## config.mk

```make
export PLATFORM = sky130hd
export DESIGN_NAME = token_embedder
export DESIGN_NICKNAME = d
export VERILOG_FILES = /design/src/rtl/tensor_core_pkg.sv /design/src/rtl/token_embedder.sv
export SDC_FILE = /design/constraint.sdc
export NUM_CORES = 1
export LEC_CHECK = 0
export ABC_AREA = 1
export CAP_MARGIN = 0
export CORE_ASPECT_RATIO = 2
export CORE_MARGIN = 8
export CORE_UTILIZATION = 35
export CTS_CLUSTER_DIAMETER = 40
export DETAILED_ROUTE_END_ITERATION = 10
export GPL_TIMING_DRIVEN = 0
export PLACE_DENSITY = 0.67
export SKIP_CTS_REPAIR_TIMING = 1
export SLEW_MARGIN = 20
export SYNTH_ARGS = -nofsm -noshare
export SYNTH_HDL_FRONTEND = slang
export SYNTH_SLANG_ARGS = --single-unit
```

## constraint.sdc

```tcl
create_clock -name clk -period 3.8 [get_ports clk]
set_input_delay 0.76 -clock clk [delete_from_list [all_inputs] [get_ports clk]]
set_output_delay 0.76 -clock clk [all_outputs]
set_load 0.01 [all_outputs]
```

## src/rtl/tensor_core_pkg.sv

```systemverilog
// Shared tensor-core types and defaults: embedding geometry and the embedder FSM states.
package tensor_core_pkg;

  localparam int TC_EMB_DIM   = 4;
  localparam int TC_EMB_WIDTH = 8;

  typedef enum logic [2:0] {
    IDLE  = 3'd0,
    FETCH = 3'd1,
    LATCH = 3'd2,
    READ  = 3'd3,
    WRITE = 3'd4,
    DONE  = 3'd5
  } embedder_state_t;

  function automatic bit is_pow2(input int v);
    return (v > 0) && ((v & (v - 1)) == 0);
  endfunction

endpackage

```

## src/rtl/token_embedder.sv

```systemverilog
// Walks the encoder's token-id RAM, looks each id up in the embedding ROM and writes
// the vectors row-major into the activation RAM; out-of-vocabulary ids give zero vectors.
module token_embedder
  import tensor_core_pkg::*;
#(
  parameter int ADDR_WIDTH = 4,
  parameter int DATA_WIDTH = 8,
  parameter int VOCAB_SIZE = 16,
  parameter int EMB_DIM    = TC_EMB_DIM,
  parameter int EMB_WIDTH  = TC_EMB_WIDTH,
  localparam int EMB_ADDR_WIDTH = $clog2(VOCAB_SIZE) + $clog2(EMB_DIM),
  localparam int ACT_ADDR_WIDTH = ADDR_WIDTH + $clog2(EMB_DIM)
) (
  input  logic                      clk,
  input  logic                      rst,
  input  logic                      cs,
  input  logic                      enc_done,
  input  logic [ADDR_WIDTH:0]       n_tokens,
  output logic                      tok_re,
  output logic [ADDR_WIDTH-1:0]     tok_addr,
  input  logic [DATA_WIDTH-1:0]     tok_data,
  output logic                      emb_re,
  output logic [EMB_ADDR_WIDTH-1:0] emb_addr,
  input  logic [EMB_WIDTH-1:0]      emb_data,
  output logic                      act_we,
  output logic [ACT_ADDR_WIDTH-1:0] act_addr,
  output logic [EMB_WIDTH-1:0]      act_data,
  output logic                      busy,
  output logic                      done,
  output logic                      err
);

  localparam int VW = $clog2(VOCAB_SIZE);
  localparam int JW = $clog2(EMB_DIM);
  localparam logic [DATA_WIDTH:0] VOCAB_LIM = (DATA_WIDTH + 1)'(VOCAB_SIZE);
  localparam logic [ADDR_WIDTH:0] N_ONE     = 1;
  localparam logic [ADDR_WIDTH-1:0] I_ONE   = 1;
  localparam logic [JW-1:0] J_ONE           = 1;
  localparam logic [JW-1:0] J_LAST          = '1;

  // Address generation is pure concatenation, so both sizes must be powers of two.
  if (!is_pow2(EMB_DIM) || EMB_DIM < 2) begin : g_bad_dim
    $error("token_embedder: EMB_DIM must be a power of two >= 2");
  end
  if (!is_pow2(VOCAB_SIZE) || VOCAB_SIZE < 2) begin : g_bad_vocab
    $error("token_embedder: VOCAB_SIZE must be a power of two >= 2");
  end

  embedder_state_t           r_state;
  logic [ADDR_WIDTH-1:0]     r_i;
  logic [JW-1:0]             r_j;
  logic [ADDR_WIDTH:0]       r_n;
  logic [VW-1:0]             r_id;
  logic                      r_bad;
  logic                      r_err;
  logic                      r_tok_re;
  logic [ADDR_WIDTH-1:0]     r_tok_addr;
  logic                      r_emb_re;
  logic [EMB_ADDR_WIDTH-1:0] r_emb_addr;
  logic                      r_act_we;
  logic [ACT_ADDR_WIDTH-1:0] r_act_addr;
  logic                      r_busy;
  logic                      r_done;

  logic                      w_bad;
  logic                      w_last;
  logic [JW-1:0]             w_j_nxt;
  logic [ADDR_WIDTH-1:0]     w_i_nxt;

  assign w_bad   = ({1'b0, tok_data} >= VOCAB_LIM);
  assign w_last  = ({1'b0, r_i} == (r_n - N_ONE));
  assign w_j_nxt = r_j + J_ONE;
  assign w_i_nxt = r_i + I_ONE;

  always_ff @(posedge clk or posedge rst) begin
    if (rst) begin
      r_state    <= IDLE;
      r_i        <= '0;
      r_j        <= '0;
      r_n        <= '0;
      r_id       <= '0;
      r_bad      <= 1'b0;
      r_err      <= 1'b0;
      r_tok_re   <= 1'b0;
      r_tok_addr <= '0;
      r_emb_re   <= 1'b0;
      r_emb_addr <= '0;
      r_act_we   <= 1'b0;
      r_act_addr <= '0;
      r_busy     <= 1'b0;
      r_done     <= 1'b0;
    end else begin
      r_tok_re <= 1'b0;
      r_emb_re <= 1'b0;
      r_act_we <= 1'b0;
      case (r_state)
        IDLE: begin
          if (cs && enc_done) begin
            r_err <= 1'b0;
            r_bad <= 1'b0;
            r_i   <= '0;
            r_j   <= '0;
            r_n   <= n_tokens;
            if (n_tokens == '0) begin
              r_state <= DONE;
              r_done  <= 1'b1;
            end else begin
              r_state    <= FETCH;
              r_busy     <= 1'b1;
              r_tok_re   <= 1'b1;
              r_tok_addr <= '0;
            end
          end
        end
        FETCH: begin
          if (!cs) begin
            r_state <= IDLE;
            r_busy  <= 1'b0;
          end else begin
            r_state <= LATCH;
          end
        end
        LATCH: begin
          if (!cs) begin
            r_state <= IDLE;
            r_busy  <= 1'b0;
          end else begin
            // Bad ids still walk every element so the zero vector lands in the activation RAM.
            r_id       <= tok_data[VW-1:0];
            r_bad      <= w_bad;
            if (w_bad) r_err <= 1'b1;
            r_state    <= READ;
            r_emb_re   <= !w_bad;
            r_emb_addr <= {tok_data[VW-1:0], r_j};
          end
        end
        READ: begin
          if (!cs) begin
            r_state <= IDLE;
            r_busy  <= 1'b0;
          end else begin
            r_state    <= WRITE;
            r_act_we   <= 1'b1;
            r_act_addr <= {r_i, r_j};
          end
        end
        WRITE: begin
          if (!cs) begin
            r_state <= IDLE;
            r_busy  <= 1'b0;
          end else if (r_j != J_LAST) begin
            r_j        <= w_j_nxt;
            r_state    <= READ;
            r_emb_re   <= !r_bad;
            r_emb_addr <= {r_id, w_j_nxt};
          end else if (w_last) begin
            r_state <= DONE;
            r_busy  <= 1'b0;
            r_done  <= 1'b1;
          end else begin
            r_i        <= w_i_nxt;
            r_j        <= '0;
            r_state    <= FETCH;
            r_tok_re   <= 1'b1;
            r_tok_addr <= w_i_nxt;
          end
        end
        DONE: begin
          if (!cs) begin
            r_state <= IDLE;
            r_done  <= 1'b0;
          end
        end
        default: begin
          r_state <= IDLE;
          r_busy  <= 1'b0;
          r_done  <= 1'b0;
        end
      endcase
    end
  end

  // ROM data arrives during WRITE, so the write data is steered combinationally.
  assign act_data = (r_act_we && !r_bad) ? emb_data : '0;

  assign tok_re   = r_tok_re;
  assign tok_addr = r_tok_addr;
  assign emb_re   = r_emb_re;
  assign emb_addr = r_emb_addr;
  assign act_we   = r_act_we;
  assign act_addr = r_act_addr;
  assign busy     = r_busy;
  assign done     = r_done;
  assign err      = r_err;

endmodule
```

# Word-level counts from Yosys, hierarchy flattened
# Cells that the tools add are included.
word_totals:
  ff_bits: 41
  wordCells: 124
  out_inout_bits: 30
  input_bits: 25
classes:
  add_sub_neg: 3
  n_lt_le_gt_ge: 1
  eq_ne: 22
  reduce_logical: 22
  n_mux: 59
  bitwise: 2
op_table:
  columns: ["op", "count"]
  rows:
  - ["inequality test 2 bit (second input constant)", 13]
  - ["two-way mux 1 bit", 25]
  - ["two-way mux 4 bit", 6]
  - ["two-way mux 3 bit", 7]
  - ["two-way mux 6 bit", 3]
  - ["case mux 3 bit (6 select lines)", 1]
  - ["case mux 4 bit (2 select lines)", 2]
  - ["two-way mux 2 bit", 6]
  - ["case mux 6 bit (2 select lines)", 1]
  - ["AND reduction 4 bit", 3]
  - ["AND reduction 6 bit", 2]
  - ["inequality test 3 bit (second input constant)", 3]
  - [">= comparator 8 x 5 -> 1 bit (second input constant)", 1]
  - ["two-way mux 8 bit", 1]
  - ["case mux 1 bit (2 select lines)", 4]
  - ["case mux 1 bit (4 select lines)", 2]
  - ["AND reduction 2 bit", 4]
  - ["AND reduction 7 bit", 1]
  - ["equality test 3 x 2 -> 1 bit (second input constant)", 2]
  - ["equality test 3 bit (second input constant)", 2]
  - ["nonzero test 2 bit", 3]
  - ["equality test 4 x 5 -> 1 bit", 1]
  - ["logical NOT 5 bit", 1]
  - ["AND reduction 5 bit", 1]
  - ["other kinds (11)", 14]

# Depth between registers and ports, before layout
logic_depth:
  depth_word: 6
  ltp_mapped: 13
  depth_no_buf: 13

# Least setup slack after synthesis
# OpenSTA, ideal clock, no wires.
synth_timing:
  path_type: "in2out"
  from: "in emb_data[0]"
  to: "out act_data[0]"
  t_arrival_ps: 951
  n_path_buf: 0
  setup_slack_ps: 2089
  stages: 2
  required_time_ps: 3040
  path_cell_list: "inv_1 > nor2_1"
synth_between:
  elab_chain_cells: 1
synth_lines:
  columns: ["item", "line", "text"]
  rows:
  - ["from (decl)", "token_embedder.sv:24", "input logic [EMB_WIDTH-1:0] emb_data,"]
  - ["two-way mux 8 bit", "token_embedder.sv:184", "assign act_data = (r_act_we && !r_bad) ? emb_data : '0;"]
  - ["to (decl)", "token_embedder.sv:27", "output logic [EMB_WIDTH-1:0] act_data,"]
# No other way between the ends.

# Final worst setup path
layout_timing:
  from: "in emb_data[7]"
  to: "out act_data[7]"
# Same word-level chain as after synthesis.

==> results.md <==
- DP Wirelength: 4578 µm
- Worst min-delay path class: flop to flop
- CTS max path bufs: 2
- Pwr per Cell Area: ~640 mW/mm²
- Min Tclk post-route: around 2.7 ns
- Flop-to-flop setup slack: between 1.5 and 2 ns
- Post-Route Setup TNS: 0 ns
- Worst EP required: 3.04 ns
- Share of cells above drive strength 1: a little under a tenth
- Layout area overhead: 38.03%
- Synthesis-stage register bit count: between 40 and 50
- Clock-pin slew on the worst setup and hold paths: 0.06 ns
- CP max-delay cell: clkdlybuf4s50_1
- CTS Buf Count: 5
- Path type of the worst setup path: input pin to output port
- Die area: roughly 0.0090 mm²
- GPL Wtd Cong: ~0.91
- WL met2: about 3300 µm
- Most common cell after layout, fill and taps aside: nand2_1
- Drt first pass iters: 4
- Fmax: 373.5 MHz
- Via count: around 2000
- Run status: completed
- Least-Margin Pin Slew: around 0.45 ns
- First-pass GRT wire length: around 10000 µm
- Uppermost routed layer: met4
- Crit-path max cell delay: approximately 0.55 ns
- Worst Skew: 0.002487 ns
- Gate Count Post-Synth: roughly 270
- Endpoint class of the critical path: output port
- Slew Limit Fails: 0
- Vias in the first global route: between 2000 and 2500
- Clk_lat worst skew: about 0.28 ns
- Max cap viols: 0
- Iter 0 DRT Violations: 67
- CTS tree: built
- H-Tree Depth: 2
- Clk sinks: a little over 40
- Most frequent cells in the layout: nand2_1, clkdlybuf4s50_1, dfrtp_1, nor2_1, inv_1
- ANT nets after route: 0
- GRT overflow: 0
- Core area: slightly below 0.006 mm²
- Rows: 40
- Seq/Total Area, Yosys: 48.12%
- Syn nets: a little over 300
- I/O Buffers: 54
- Initial antenna violation count: 0
- Starting density of the core: between 30 and 40%
- Filler cell count: 561
- WL met3: between 200 and 250 µm
- Fin nets: about 360
- Final Util: 49.41%
- Worst setup SP type: input pin
- Largest net degree at the start of global routing: 28
- CP Cell Sequence: clkdlybuf4s50_1 > inv_1 > nor2_1 > clkdlybuf4s50_1
- Clock root buffer master: clkbuf_16
- LEAKAGE: 1.449 nW
- DRC viols: 0
- Ys Warns: 0
- WL/cell: 14.51 µm
- Post-Syn Area: about 0.0021 mm²
- Final worst path period share: just over 70%
- Die height: between 100 and 150 µm
- Antenna Cells: 0
- Max IR drop VDD: 368.2 µV
- M1 WL: 2135 µm
- Fin area: a little under 0.003 mm²
- Synth cell types: 27
- Post-DR vias/cell: 5.008
- Die W: ~71 µm
- Critical path arrival: about 1.9 ns
- Setup repair after global routing missed its margin: no
- Slew HR: roughly 70%
- Gr usage total: between 10% and 20%
- Mean Syn Cell Area: 7.781 µm²
- Final WL: approximately 5800 µm
- Setup violators final: 0
- Final count of hold timing violations: 0
- Post-DP Area: around 0.0028 mm²
- IO Pins: 55
- CP most frequent cell: clkdlybuf4s50_1
- CP Max Fanout: 1
[synthesized netlist by cell type]
cell type | count | area share, %
mux2_2 | 4 | 2.1
nor3_1 | 2 | 0.47
nor3_4 | 1 | 0.76
inv_2 | 1 | 0.18
ha_1 | 3 | 1.8
nand2_4 | 1 | 0.53
nand4_1 | 5 | 1.5
buf_6 | 3 | 1.6
a31oi_1 | 7 | 2.1
or2_1 | 1 | 0.29
inv_4 | 2 | 0.59
nor4_1 | 1 | 0.29
a22oi_1 | 1 | 0.35
nand3_1 | 15 | 3.5
dfrtp_1 | 41 | 48
nand2_8 | 1 | 0.94
a21oi_1 | 2 | 0.47
or2_2 | 1 | 0.29
nand3b_1 | 1 | 0.35
buf_2 | 1 | 0.23
o21ai_0 | 17 | 4.0
nand2_2 | 3 | 0.88
nor2_1 | 32 | 5.6
nor2_2 | 2 | 0.59
inv_1 | 30 | 5.3
nand2_1 | 95 | 17
nor2_4 | 1 | 0.53
[final timing paths]
| path | startpoint | to | cells after the start |
|---|---|---|---|
| max | emb_data[7] | act_data[7] | 4 |
| min reg2reg | act_addr[1]$_DFFE_PP0P_ | act_addr[1]$_DFFE_PP0P_ | 2 |
| min | act_addr[1]$_DFFE_PP0P_ | act_addr[1]$_DFFE_PP0P_ | 2 |
| max reg2reg | r_n[0]$_DFFE_PP0P_ | r_j[0]$_DFFE_PP0P_ | 13 |
| max in group asynchronous | rst | act_addr[2]$_DFFE_PP0P_ | 3 |
| min in group asynchronous | rst | act_addr[3]$_DFFE_PP0P_ | 2 |
[final cells by class]
cell class | count | area (µm²) | area share [%]
clock inverter | 3 | 46.29 | 1.573
clock buffer | 5 | 125.1 | 4.252
multi-input combinational | 196 | 938.4 | 31.89
sequential | 41 | 1026 | 34.86
buffer | 4 | 38.79 | 1.318
tap | 63 | 78.83 | 2.679
timing repair buffer | 55 | 560.5 | 19.05
inverter | 33 | 128.9 | 4.379
[state kept, by name (all words and copies together), names as in the netlist]
signal and count:
act_addr 6, emb_addr 6, r_n 5, r_i 4, r_id 4, tok_addr 4, r_state 3, r_j 2
act_we 1, busy 1, done 1, emb_re 1, err 1, r_bad 1, tok_re 1
[worst max-delay path, delay by kind of cell]
| kind | cells | cell delay (ns) |
|---|---|---|
| buffers and inverters | 3 | 1.07 |
| AND/OR/NAND/NOR | 1 | 0.09 |
[where the power goes]
part	switching [W]	total (W)	internal [W]
logic	0.000435	0.000761	0.000326
clock network	0.000177	0.000487	0.000311
registers	0.0000751	0.000637	0.000562
total	0.000687	0.00189	0.00120
[routing by layer]
metal / global-route usage [%] / vias to the layer above
met4: 6.180 / 0
met1: 13.58 / 949
met2: 26.91 / 53
met3: 2.605 / 10
li1: - / 991
met5: 0 / -
[stage by stage]
step,hold slack [ns],instances,setup WS [ns],power [W]
floorplan,0.4798,274,2.089,0.001123
global placement,0.4592,391,1.139,0.001388
detailed placement,0.4690,392,1.111,0.001410
CTS,0.4865,400,1.104,0.001903
global route,0.5031,400,1.035,0.002021
finish,0.4790,400,1.122,0.001886
[cells by family (layout without fill, tap and decap cells)]
| kind of cell | Yosys count | in the layout | synth area share (%) |
|---|---|---|---|
| and+or+nand+nor | 162 | 162 | 33.28 |
| AOI/OAI and AO/OA | 27 | 27 | 6.866 |
| buffers and inverters | 37 | 100 | 7.863 |
| DFF | 41 | 41 | 48.12 |
| adders and majority gates | 3 | 3 | 1.761 |
| muxes | 4 | 4 | 2.113 |
Power figures use the tool's default switching activity.
